`src/rtl/router_pkg.sv`:
```
// Shared types and defaults for the router link datapath.
package router_pkg;
    localparam int BUFFER_WIDTH = 64;
    localparam int CREDIT_MAX   = 8;
    localparam int HEAD_BIT     = 63;
    localparam int TAIL_BIT     = 62;

    typedef logic [BUFFER_WIDTH-1:0] flit_t;

    typedef enum logic {
        IDLE   = 1'b0,
        ACTIVE = 1'b1
    } tx_state_e;
endpackage

```
`src/rtl/credit_counter.sv`:
```
// Up/down credit counter that saturates at credit_max and latches a sticky overflow flag.
module credit_counter #(
    parameter int credit_max = 8
) (
    input  logic                               clk,
    input  logic                               rst,
    input  logic                               inc_i,
    input  logic                               dec_i,
    output logic [$clog2(credit_max+1)-1:0]    count_o,
    output logic                               ovf_o
);
    localparam int CW = $clog2(credit_max + 1);

    logic [CW-1:0] count_q, count_d;
    logic          ovf_q, ovf_d;

    always_comb begin
        count_d = count_q;
        ovf_d   = ovf_q;
        unique case ({inc_i, dec_i})
            2'b10: begin
                if (count_q == CW'(credit_max)) ovf_d = 1'b1;
                else                            count_d = count_q + 1'b1;
            end
            // Caller only decrements with a non-zero count.
            2'b01:   count_d = count_q - 1'b1;
            default: count_d = count_q;
        endcase
    end

    always_ff @(posedge clk) begin
        if (rst) begin
            count_q <= CW'(credit_max);
            ovf_q   <= 1'b0;
        end else begin
            count_q <= count_d;
            ovf_q   <= ovf_d;
        end
    end

    assign count_o = count_q;
    assign ovf_o   = ovf_q;
endmodule

```
`src/rtl/credit_link_tx.sv`:
```
// Credit-flow-controlled link transmitter draining a show-ahead buffer with packet framing checks.
// Optional CREDIT_LINK_TX_STATS_EN adds stall_cycles / flits_sent counters.
module credit_link_tx
    import router_pkg::*;
#(
    parameter int buffer_width = BUFFER_WIDTH,
    parameter int credit_max   = CREDIT_MAX,
    parameter int head_bit     = HEAD_BIT,
    parameter int tail_bit     = TAIL_BIT
) (
    input  logic                              clk,
    input  logic                              rst,
    input  logic [buffer_width-1:0]           buf_out,
    input  logic                              buf_empty,
    output logic                              buf_consume,
    output logic [buffer_width-1:0]           link_data,
    output logic                              link_valid,
    input  logic                              credit_in,
    output logic [$clog2(credit_max+1)-1:0]   credits,
    output logic                              pkt_active,
    output logic                              credit_err,
`ifdef CREDIT_LINK_TX_STATS_EN
    output logic [31:0]                       stall_cycles,
    output logic [31:0]                       flits_sent,
`endif
    output logic                              proto_err
);
    logic                    send;
    logic                    is_head, is_tail;
    logic [buffer_width-1:0] link_data_q;
    logic                    link_valid_q;
    logic                    proto_err_q, proto_viol;
    tx_state_e               state_q, state_d;

    assign send        = !buf_empty && (credits != '0) && !rst;
    assign buf_consume = send;
    assign is_head     = buf_out[head_bit];
    assign is_tail     = buf_out[tail_bit];

    credit_counter #(.credit_max(credit_max)) u_credits (
        .clk     (clk),
        .rst     (rst),
        .inc_i   (credit_in),
        .dec_i   (send),
        .count_o (credits),
        .ovf_o   (credit_err)
    );

    always_ff @(posedge clk) begin
        if (rst) begin
            state_q      <= IDLE;
            link_data_q  <= '0;
            link_valid_q <= 1'b0;
            proto_err_q  <= 1'b0;
        end else begin
            state_q      <= state_d;
            link_valid_q <= send;
            if (send)       link_data_q <= buf_out;
            if (proto_viol) proto_err_q <= 1'b1;
        end
    end

    // Framing errors are flagged but the offending flit is still forwarded.
    always_comb begin
        state_d    = state_q;
        proto_viol = 1'b0;
        if (send) begin
            unique case (state_q)
                IDLE: begin
                    if (!is_head)     proto_viol = 1'b1;
                    else if (!is_tail) state_d   = ACTIVE;
                end
                ACTIVE: begin
                    proto_viol = is_head;
                    if (is_tail) state_d = IDLE;
                end
                default: state_d = IDLE;
            endcase
        end
    end

    always_comb begin
        pkt_active = (state_q == ACTIVE);
    end

    assign link_data  = link_data_q;
    assign link_valid = link_valid_q;
    assign proto_err  = proto_err_q;

`ifdef CREDIT_LINK_TX_STATS_EN
    logic [31:0] stall_cycles_q, flits_sent_q;

    always_ff @(posedge clk) begin
        if (rst) begin
            stall_cycles_q <= '0;
            flits_sent_q   <= '0;
        end else begin
            if (!buf_empty && credits == '0) stall_cycles_q <= stall_cycles_q + 32'd1;
            if (send)                        flits_sent_q   <= flits_sent_q + 32'd1;
        end
    end

    assign stall_cycles = stall_cycles_q;
    assign flits_sent   = flits_sent_q;
`endif
endmodule

```
`config.mk`:
```
export PLATFORM = sky130hd
export DESIGN_NAME = credit_link_tx
export DESIGN_NICKNAME = d
export VERILOG_FILES = /design/src/rtl/router_pkg.sv /design/src/rtl/credit_counter.sv /design/src/rtl/credit_link_tx.sv
export SDC_FILE = /design/constraint.sdc
export NUM_CORES = 1
export LEC_CHECK = 0
export CELL_PAD_IN_SITES_DETAIL_PLACEMENT = 0
export CELL_PAD_IN_SITES_GLOBAL_PLACEMENT = 2
export CORE_MARGIN = 2
export CORE_UTILIZATION = 21
export DETAILED_ROUTE_END_ITERATION = 8
export PLACE_DENSITY_LB_ADDON = 0.05
export SETUP_SLACK_MARGIN = 0.15
export SYNTH_ARGS = -nofsm -noshare
export SYNTH_HDL_FRONTEND = slang
export SYNTH_HIERARCHICAL = 1
export SYNTH_SLANG_ARGS = --single-unit
```
`constraint.sdc`:
```
create_clock -name clk -period 2.5 [get_ports clk]
set_input_delay 0.5 -clock clk [delete_from_list [all_inputs] [get_ports clk]]
set_output_delay 0.5 -clock clk [all_outputs]
set_load 0.02 [all_outputs]
```
==> flow_summary.json, run 1 <==
{
  "run_status": "finished, final reports clean",
  "ctsRootBufferMaster": "clkbuf_16",
  "place_area_sq_mm": 0.004373,
  "crit_slowest_cell": "dfxtp_2",
  "grt_util_all_layers_pct": 14.44,
  "n_antenna_cell": 0,
  "grt_pass1_vias": 3004,
  "synth_top_family_by_area": "compound AO/OA/AOI/OAI gates",
  "cts_tree": "built",
  "place_congestion": 0.7099,
  "dr.pass1.iters": 4,
  "synth_area_per_cell_sq_um": 8.407,
  "start_util_pct": 21.46,
  "path_cells": "nor4_4 > nor3_4 > nand2b_1 > xnor2_1 > ha_1 > nor4b_1 > a31oi_1 > mux2_1",
  "io_pins": 141,
  "start_kind": "flop",
  "die_h_microns": 120.3,
  "globalRouteOverflowTotal": 0,
  "antenna_found_initial": 0,
  "tightest_slew_ps": 869.8,
  "final_cell_count_no_fill": 641,
  "setup_violations": 0,
  "wl_microns": 10370,
  "synth_fa_ha_area_share_pct": 0.4403,
  "hold_path_class": "reg2reg",
  "synth.area.top_cells": "dfxtp_1 51%, a21oi_1 12%, nand3_1 11%",
  "dp.cells": 625,
  "grt_max_degree": 76,
  "clk_pin_slew_worst_paths_ps": 60,
  "required_ps": 2720,
  "synth_seq_cells": 72,
  "path_buf_inv": 0,
  "synth_xor_area_share_pct": 0.6165,
  "reg2reg_setup_slack_ps": 480,
  "drc": 0,
  "ys_seq_area_share_pct": 50.73,
  "cts_buffers": 9,
  "fin_crit_ps": 2022,
  "slowest_delay_ps": 440,
  "synth_nets": 407,
  "rsz0062_at_grt": "false",
  "cpLargestDelayFamily": "simple AND/OR/NAND/NOR gates",
  "max_slew_margin_pct": 42.02,
  "via_per_inst": 4.571,
  "grt_pass1_wl_microns": 16180,
  "min_period_over_period_pct": 80.89,
  "worst_hold_slack_ps": 473.1,
  "end_kind": "flop",
  "yosysTopAreaCell": "dfxtp_1",
  "dp_hpwl_microns": 6145,
  "die_area_sq_mm": 0.01448,
  "clock_sinks": 72,
  "p_total_uw": 3208,
  "setup-tns-final_ps": 0,
  "die_w_microns": 120.3,
  "syn_inst": 338,
  "synth_compound_area_share_pct": 25.10,
  "clockBufferDepth": 2,
  "cap_violations": 0,
  "num_rows": 42,
  "leakage_uw": 0.001662,
  "synth_mux_area_share_pct": 0.7486,
  "routedWlPerCell_microns": 16.18,
  "powerDensity_mw_per_mm2": 685.8,
  "design_area_sq_mm": 0.004678,
  "fmax_ghz": 0.4945,
  "synth.cell_area_sq_mm": 0.002841,
  "worstSetupPathType": "reg2reg",
  "cts_hold_buf": 0,
  "cp.arrival_ps": 2240,
  "vias": 2930,
  "synth.top_cell.area_share_pct": 50.73,
  "yosysWarnings": 6,
  "worst-path-max-fanout": 9,
  "ir_worst_vdd_mv": 0.2387,
  "finalHoldViolCount": 0,
  "drtIter0Drc": 155,
  "clock-skew-final_ps": 3.921,
  "clock_latency_ps": 330,
  "synth.distinct_cells": 31,
  "syn2layout_area_growth_pct": 64.64,
  "synthSimpleGateAreaFrac_pct": 15.90,
  "design.core.area_sq_mm": 0.01324,
  "cts.htree.levels": 3,
  "detail-route-antenna-nets": 0,
  "slew_violations": 0,
  "drive_above_1_share_pct": 7.527,
  "layout.nets": 529,
  "port_buffers": 140
}
==> worst min-delay path, cell delays in order (launching register included) <==
cell	delay, ps
dfxtp_1	300
o21ai_0	60
a21oi_1	60
==> through the flow <==
| stage | worst slack, ps | utilization, % |
|---|---|---|
| floorplan | 170.1 | - |
| global placement | 248.5 | 33.02 |
| detailed placement | 201.2 | 33.02 |
| CTS | 197.1 | 35.29 |
| global route | 266.0 | 35.33 |
| finish | 477.7 | 35.33 |
==> area by class of cell <==
type                    instances  area [sq um]
flip-flops and latches         72          1446
fillers                      1418          8564
multi-input cells             227          1237
clock buffers                  13         260.3
well taps                     176         220.2
clock inverters                 3         40.04
inverters                       2         7.507
repair buffers                148          1466
==> worst paths after layout <==
| path | endpoint | cells past startpoint | from |
|---|---|---|---|
| worst max-delay path | u_credits/count_o[2]$_SDFFE_PP0P_ | 8 | u_credits/count_o[1]$_SDFFE_PP0P_ |
| worst min-delay path | link_data[19]$_SDFFE_PP0P_ | 2 | link_data[19]$_SDFFE_PP0P_ |
| worst max register to register | u_credits/count_o[2]$_SDFFE_PP0P_ | 8 | u_credits/count_o[1]$_SDFFE_PP0P_ |
| worst min register to register | link_data[19]$_SDFFE_PP0P_ | 2 | link_data[19]$_SDFFE_PP0P_ |
==> logic make-up after synthesis <==
| kind of cell | count (synthesis) |
|---|---|
| AND/OR/NAND/NOR | 84 |
| AO/OA/AOI/OAI | 138 |
| multiplexers | 2 |
| XOR/XNOR | 2 |
| flip-flops | 72 |
| buffers and inverters | 39 |
| adder cells (fa/ha/maj) | 1 |
==> power by group <==
part           internal [uW]  switching, uW  leakage [uW]
registers               1230           47.2      0.000594
logic                    306            316      0.000919
clock network            825            487      0.000150
total                   2360            850       0.00166
==> layer usage <==
layer,wire length [microns],GRT usage [%],part of all wire [%]
met2,4925,24.43,47
met4,160,5.887,1.5
met5,0,0,0
met3,752,4.858,7.3
met1,4532,16.73,44
==> repair_timing <==
| item | CTS | global route |
|---|---|---|
| resized for setup | 0 | 3 |
| setup buffers | 0 | 0 |
| setup endpoints to repair | 0 | 1 |
==> synth_stat cells <==
library cell  number
dfxtp_1           72
a21oi_1           66
nand3_1           63
o21ai_0           43
clkbuf_1          25
o21ai_1           22
buf_2              6
nor2b_1            5
buf_6              4
nor2_1             4
a31oi_1            3
nor3_1             3
buf_1              2
inv_1              2
xnor2_1            2
a211oi_1           1
a22oi_1            1
a311oi_2           1
and3_2             1
ha_1               1
mux2_1             1
mux2i_1            1
nand2_1            1
nand2b_1           1
nand3b_1           1
nor3b_1            1
nor4_2             1
nor4b_1            1
o32ai_1            1
or4_1              1
or4b_4             1
==> placed cells by master, fill, tap and decap left out, types with 3 or more instances in the layout <==
master / count
a21oi_1: 66
nor2b_1: 5
a31oi_1: 3
clkdlybuf4s50_1: 137
clkbuf_16: 9
buf_4: 7
nand3_1: 63
dfxtp_1: 68
o21ai_0: 43
dfxtp_2: 4
nor2_1: 4
o21ai_1: 22
==> registers in the layout, indices dropped and copies added (netlist names) <==
signal	cells
link_data	64
u_credits/count_o	4
link_valid	1
pkt_active	1
proto_err	1
u_credits/ovf_o	1
Note: power is estimated with default switching activity, not from simulation.
==> run 2: changes to the inputs <==
- clock period: 2.5 -> 2.1 ns (I/O delays scaled with it)
==> flow_summary.json, run 2 (synthesized netlist as in run 1, its figures left out) <==
{
  "drtIter0Drc": 231,
  "design.core.area_sq_mm": 0.01324,
  "grt_pass1_wl_microns": 15970,
  "required_ps": 2320,
  "wl_microns": 10440,
  "grt_pass1_vias": 2922,
  "port_buffers": 140,
  "num_rows": 42,
  "cap_violations": 0,
  "ir_worst_vdd_mv": 0.2796,
  "leakage_uw": 0.001676,
  "hold_path_class": "reg2reg",
  "path_buf_inv": 0,
  "cpLargestDelayFamily": "simple AND/OR/NAND/NOR gates",
  "die_w_microns": 120.3,
  "setup_violations": 0,
  "intPower_uw": 2720,
  "finalHoldViolCount": 0,
  "cts_tree": "built",
  "end_kind": "flop",
  "run_status": "finished, final reports clean",
  "drc": 0,
  "final_cell_count_no_fill": 647,
  "mostFrequentLayoutCells": "137 x clkdlybuf4s50_1, 68 x dfxtp_1, 66 x a21oi_1",
  "globalRouteOverflowTotal": 0,
  "cts_buffers": 9,
  "power_frac_comb_pct": 20.3,
  "clkPwrFrac_pct": 39.1,
  "cts.htree.levels": 3,
  "path_cells": "nor4_4 > nor3_4 > nand2b_1 > xnor2_1 > ha_2 > nor4b_2 > a31oi_1 > mux2_1",
  "dp_hpwl_microns": 6088,
  "fill_cells": 1419,
  "detail-route-antenna-nets": 0,
  "ctsRootBufferMaster": "clkbuf_16",
  "rr_startpoint": "u_credits/count_o[2]$_SDFFE_PP0P_",
  "min_period_over_period_pct": 92.59,
  "grt_max_degree": 76,
  "vias": 2970,
  "max_slew_margin_pct": 40.21,
  "slowest_delay_ps": 370,
  "die_area_sq_mm": 0.01448,
  "largest_reg_flops": 64,
  "hold-path-endpoint": "link_data[49]$_SDFFE_PP0P_",
  "rsz0062_at_grt": "true",
  "clock_sinks": 72,
  "worst-r2r-cell-count": 8,
  "n_antenna_cell": 0,
  "antenna_found_initial": 1,
  "place_congestion": 0.7391,
  "drive_above_1_share_pct": 9.130,
  "worst-path-max-fanout": 8,
  "tightest_slew_ps": 896.9,
  "worst_hold_slack_ps": 470.4,
  "clk_pin_slew_worst_paths_ps": 60,
  "reg2reg_setup_slack_ps": 160,
  "layout.nets": 537,
  "crit_slowest_cell": "dfxtp_4",
  "dr.pass1.iters": 4,
  "r2r-end": "u_credits/count_o[2]$_SDFFE_PP0P_",
  "slew_violations": 0,
  "clockBufferDepth": 2,
  "start_util_pct": 21.46,
  "layout_commonest_cell": "clkdlybuf4s50_1",
  "clock-skew-final_ps": 3.552,
  "cp.arrival_ps": 2160,
  "fin_crit_ps": 1944,
  "switchingPower_uw": 1015,
  "via_per_inst": 4.590,
  "p_sw_share_pct": 27.18,
  "die_h_microns": 120.3,
  "hold_depth": 2,
  "min_from": "link_data[49]$_SDFFE_PP0P_",
  "fmax_ghz": 0.5143,
  "grt_util_all_layers_pct": 14.29,
  "io_pins": 141,
  "dp.cells": 626,
  "worstSetupPathType": "reg2reg",
  "routedWlPerCell_microns": 16.13,
  "start_kind": "flop",
  "powerDensity_mw_per_mm2": 789.5,
  "syn2layout_area_growth_pct": 66.49,
  "clock_latency_ps": 330,
  "seqPwrFrac_pct": 40.6
}
-- run 2: per-stage QoR --
step | util, % | power [uW] | setup TNS, ps | area [sq um] | setup slack [ps]
6_report | 35.72 | 3735 | 0 | 4731 | 155.6
5_1_grt | 35.72 | 3908 | 0 | 4731 | 48.79
3_5_place_dp | 33.20 | 2302 | 0 | 4397 | 24.00
2_1_floorplan | - | 1911 | -40.64 | 2895 | -40.64
3_3_place_gp | 33.20 | 2301 | 0 | 4397 | 34.26
4_1_cts | 35.68 | 3800 | 0 | 4725 | 150.2
-- run 2: metal layers --
metal  global-route usage, %  vias up  wire (microns)
met4                   6.105        0             194
li1                        -     1475               -
met5                       0        -               0
met2                   22.51       92            4764
met1                   17.71     1388            4688
met3                   5.000       15             792
-- run 2: how the worst max path moves through the flow --
stage	endpoint	depth (start not counted)	start
3_3_place_gp	u_credits/count_o[2]$_SDFFE_PP0P_	7	credit_in
6_report	u_credits/count_o[2]$_SDFFE_PP0P_	8	u_credits/count_o[2]$_SDFFE_PP0P_
4_1_cts	u_credits/count_o[2]$_SDFFE_PP0P_	8	u_credits/count_o[2]$_SDFFE_PP0P_
5_1_grt	u_credits/count_o[2]$_SDFFE_PP0P_	8	u_credits/count_o[2]$_SDFFE_PP0P_
3_5_place_dp	u_credits/count_o[2]$_SDFFE_PP0P_	7	credit_in
2_1_floorplan	u_credits/count_o[2]$_SDFFE_PP0P_	9	rst
-- run 2: worst min-delay path, cell delays in order (launching register included) --
cell     delay, ps
dfxtp_1        300
o21ai_0         60
a21oi_1         60
-- run 2: area by class of cell --
type / count / area, sq um / area share, %
Inverter: 2 / 7.507 / 0.1587
Sequential cell: 72 / 1456 / 30.79
Tap cell: 176 / 220.2 / 4.655
Clock buffer: 14 / 274.0 / 5.792
Timing Repair Buffer: 156 / 1526 / 32.27
Multi-Input combinational cell: 227 / 1246 / 26.34
-- run 2: repair_timing --
action | CTS | global route
hold buffers | 0 | 0
pin swaps | 3 | 0
gates resized for setup | 2 | 2
buffers inserted | 7 | 0
endpoints found under the hold margin | 0 | 0
endpoints found under the setup margin | 2 | 43
-- run 2: power groups by stage --
stage / registers, uW / clock network, uW / logic, uW
after floorplan: 1650 / 0 / 258
after global placement: 1540 / 0 / 757
after detailed placement: 1550 / 0 / 754
after CTS: 1520 / 1520 / 766
after global routing: 1530 / 1560 / 817
final: 1520 / 1460 / 757
==> run 3: changes to the inputs <==
- SETUP_SLACK_MARGIN: 0.15 -> default
==> flow_summary.json, run 3 (synthesized netlist as in run 1, its figures left out) <==
{
  "grt_pass1_wl_microns": 15770,
  "syn2layout_area_growth_pct": 64.33,
  "clock-skew-final_ps": 3.044,
  "worstSetupPathType": "reg2reg",
  "clk_pin_slew_worst_paths_ps": 50,
  "port_buffers": 140,
  "powerDensity_mw_per_mm2": 796.9,
  "drive_above_1_share_pct": 7.759,
  "clkPwrFrac_pct": 39.2,
  "reg2reg_setup_slack_ps": 150,
  "drc": 0,
  "start_kind": "flop",
  "seqPwrFrac_pct": 40.8,
  "n_antenna_cell": 0,
  "cts.htree.levels": 3,
  "intPower_uw": 2712,
  "die_w_microns": 120.3,
  "end_kind": "flop",
  "cts_hold_buf": 0,
  "max_slew_margin_pct": 40.67,
  "layout_commonest_cell": "clkdlybuf4s50_1",
  "place_congestion": 0.7391,
  "dp_hpwl_microns": 6088,
  "cts_tree": "built",
  "switchingPower_uw": 1009,
  "worst-path-max-fanout": 9,
  "dp.cells": 626,
  "clockBufferDepth": 2,
  "fin_crit_ps": 1947,
  "post_cts_buffers": 0,
  "ctsRootBufferMaster": "clkbuf_16",
  "hold-path-endpoint": "link_data[49]$_SDFFE_PP0P_",
  "ir_worst_vdd_mv": 0.2792,
  "run_status": "finished, final reports clean",
  "power_frac_comb_pct": 20.0,
  "slowest_delay_ps": 380,
  "grt_util_all_layers_pct": 14.12,
  "start_util_pct": 21.46,
  "globalRouteOverflowTotal": 0,
  "via_per_inst": 4.583,
  "clock_latency_ps": 330,
  "cap_violations": 0,
  "design.core.area_sq_mm": 0.01324,
  "min_period_over_period_pct": 92.73,
  "layout.nets": 530,
  "cp.arrival_ps": 2160,
  "rr_startpoint": "u_credits/count_o[1]$_SDFFE_PP0P_",
  "fmax_ghz": 0.5135,
  "min_from": "link_data[49]$_SDFFE_PP0P_",
  "hold_path_class": "reg2reg",
  "die_h_microns": 120.3,
  "tightest_slew_ps": 889.9,
  "antenna_found_initial": 1,
  "finalHoldViolCount": 0,
  "r2r-end": "u_credits/count_o[2]$_SDFFE_PP0P_",
  "clock_sinks": 72,
  "cts_buffers": 9,
  "largest_reg_flops": 64,
  "crit_slowest_cell": "dfxtp_4",
  "path_cells": "nor4_4 > nor3_4 > nand2b_1 > xnor2_1 > ha_2 > nor4b_2 > a31oi_1 > mux2_1",
  "grt_max_degree": 76,
  "setup-tns-final_ps": 0,
  "rsz0062_at_grt": "false",
  "required_ps": 2320,
  "drtIter0Drc": 220,
  "detail-route-antenna-nets": 0,
  "hold_depth": 2,
  "leakage_uw": 0.001643,
  "io_pins": 141,
  "final_cell_count_no_fill": 640,
  "slew_violations": 0,
  "num_rows": 42,
  "worst-r2r-cell-count": 8,
  "wl_microns": 10300,
  "mostFrequentLayoutCells": "137 x clkdlybuf4s50_1, 68 x dfxtp_1, 66 x a21oi_1",
  "routedWlPerCell_microns": 16.09,
  "grt_pass1_vias": 2879,
  "p_sw_share_pct": 27.11,
  "dr.pass1.iters": 4,
  "vias": 2933,
  "setup_violations": 0,
  "die_area_sq_mm": 0.01448,
  "cts_resized": 1
}
==> run 3: how the worst max path moves through the flow <==
stage,start,to,slack (ps),depth (start not counted)
final,u_credits/count_o[1]$_SDFFE_PP0P_,u_credits/count_o[2]$_SDFFE_PP0P_,150,8
after global routing,u_credits/count_o[1]$_SDFFE_PP0P_,u_credits/count_o[2]$_SDFFE_PP0P_,30,8
after CTS,u_credits/count_o[1]$_SDFFE_PP0P_,u_credits/count_o[2]$_SDFFE_PP0P_,130,8
after detailed placement,credit_in,u_credits/count_o[2]$_SDFFE_PP0P_,20,7
after global placement,credit_in,u_credits/count_o[2]$_SDFFE_PP0P_,30,7
after floorplan,rst,u_credits/count_o[2]$_SDFFE_PP0P_,-40,9
==> run 3: power by group through the flow <==
stage	Sequential, uW	Clock, uW	Combinational (uW)
after floorplan	1650	0	258
after global placement	1540	0	757
after detailed placement	1550	0	754
after CTS	1520	1520	757
after global routing	1530	1560	805
final	1520	1460	745
==> run 3: area by class of cell <==
| class | count | area (sq um) |
|---|---|---|
| Fill cell | 1430 | 8573 |
| Timing Repair Buffer | 149 | 1470 |
| Sequential cell | 72 | 1451 |
| Multi-Input combinational cell | 227 | 1246 |
| Clock buffer | 14 | 274.0 |
| Tap cell | 176 | 220.2 |
| Inverter | 2 | 7.507 |
==> run 3: metal layers <==
metal  vias up  wire length (microns)  GRT usage, %
met5         -                      0             0
met4         0                    197         5.887
met3        14                    790         4.953
met2        92                   4654         22.12
met1      1366                   4653         17.65
li1       1461                      -             -
==> run 3: worst max-delay path: cells and delay by family, from the launching register on <==
kind	cells	cell delay, ps
simple gates	4	630
xor+xnor	1	130
mux	1	330
fa+ha+maj	1	210
compound gates	1	150
flops	1	380
==> run 3: per-stage QoR <==
stage          area, sq um  total power [uW]  hold WS [ps]  util, %  worst slack, ps
2_1_floorplan         2895              1911         486.3        -           -40.64
3_3_place_gp          4397              2301         452.1    33.20            34.26
3_5_place_dp          4397              2302         465.6    33.20            24.00
4_1_cts               4669              3792         473.6    35.26            125.6
5_1_grt               4669              3899         491.5    35.26            26.28
6_report              4669              3721         470.4    35.26            152.7
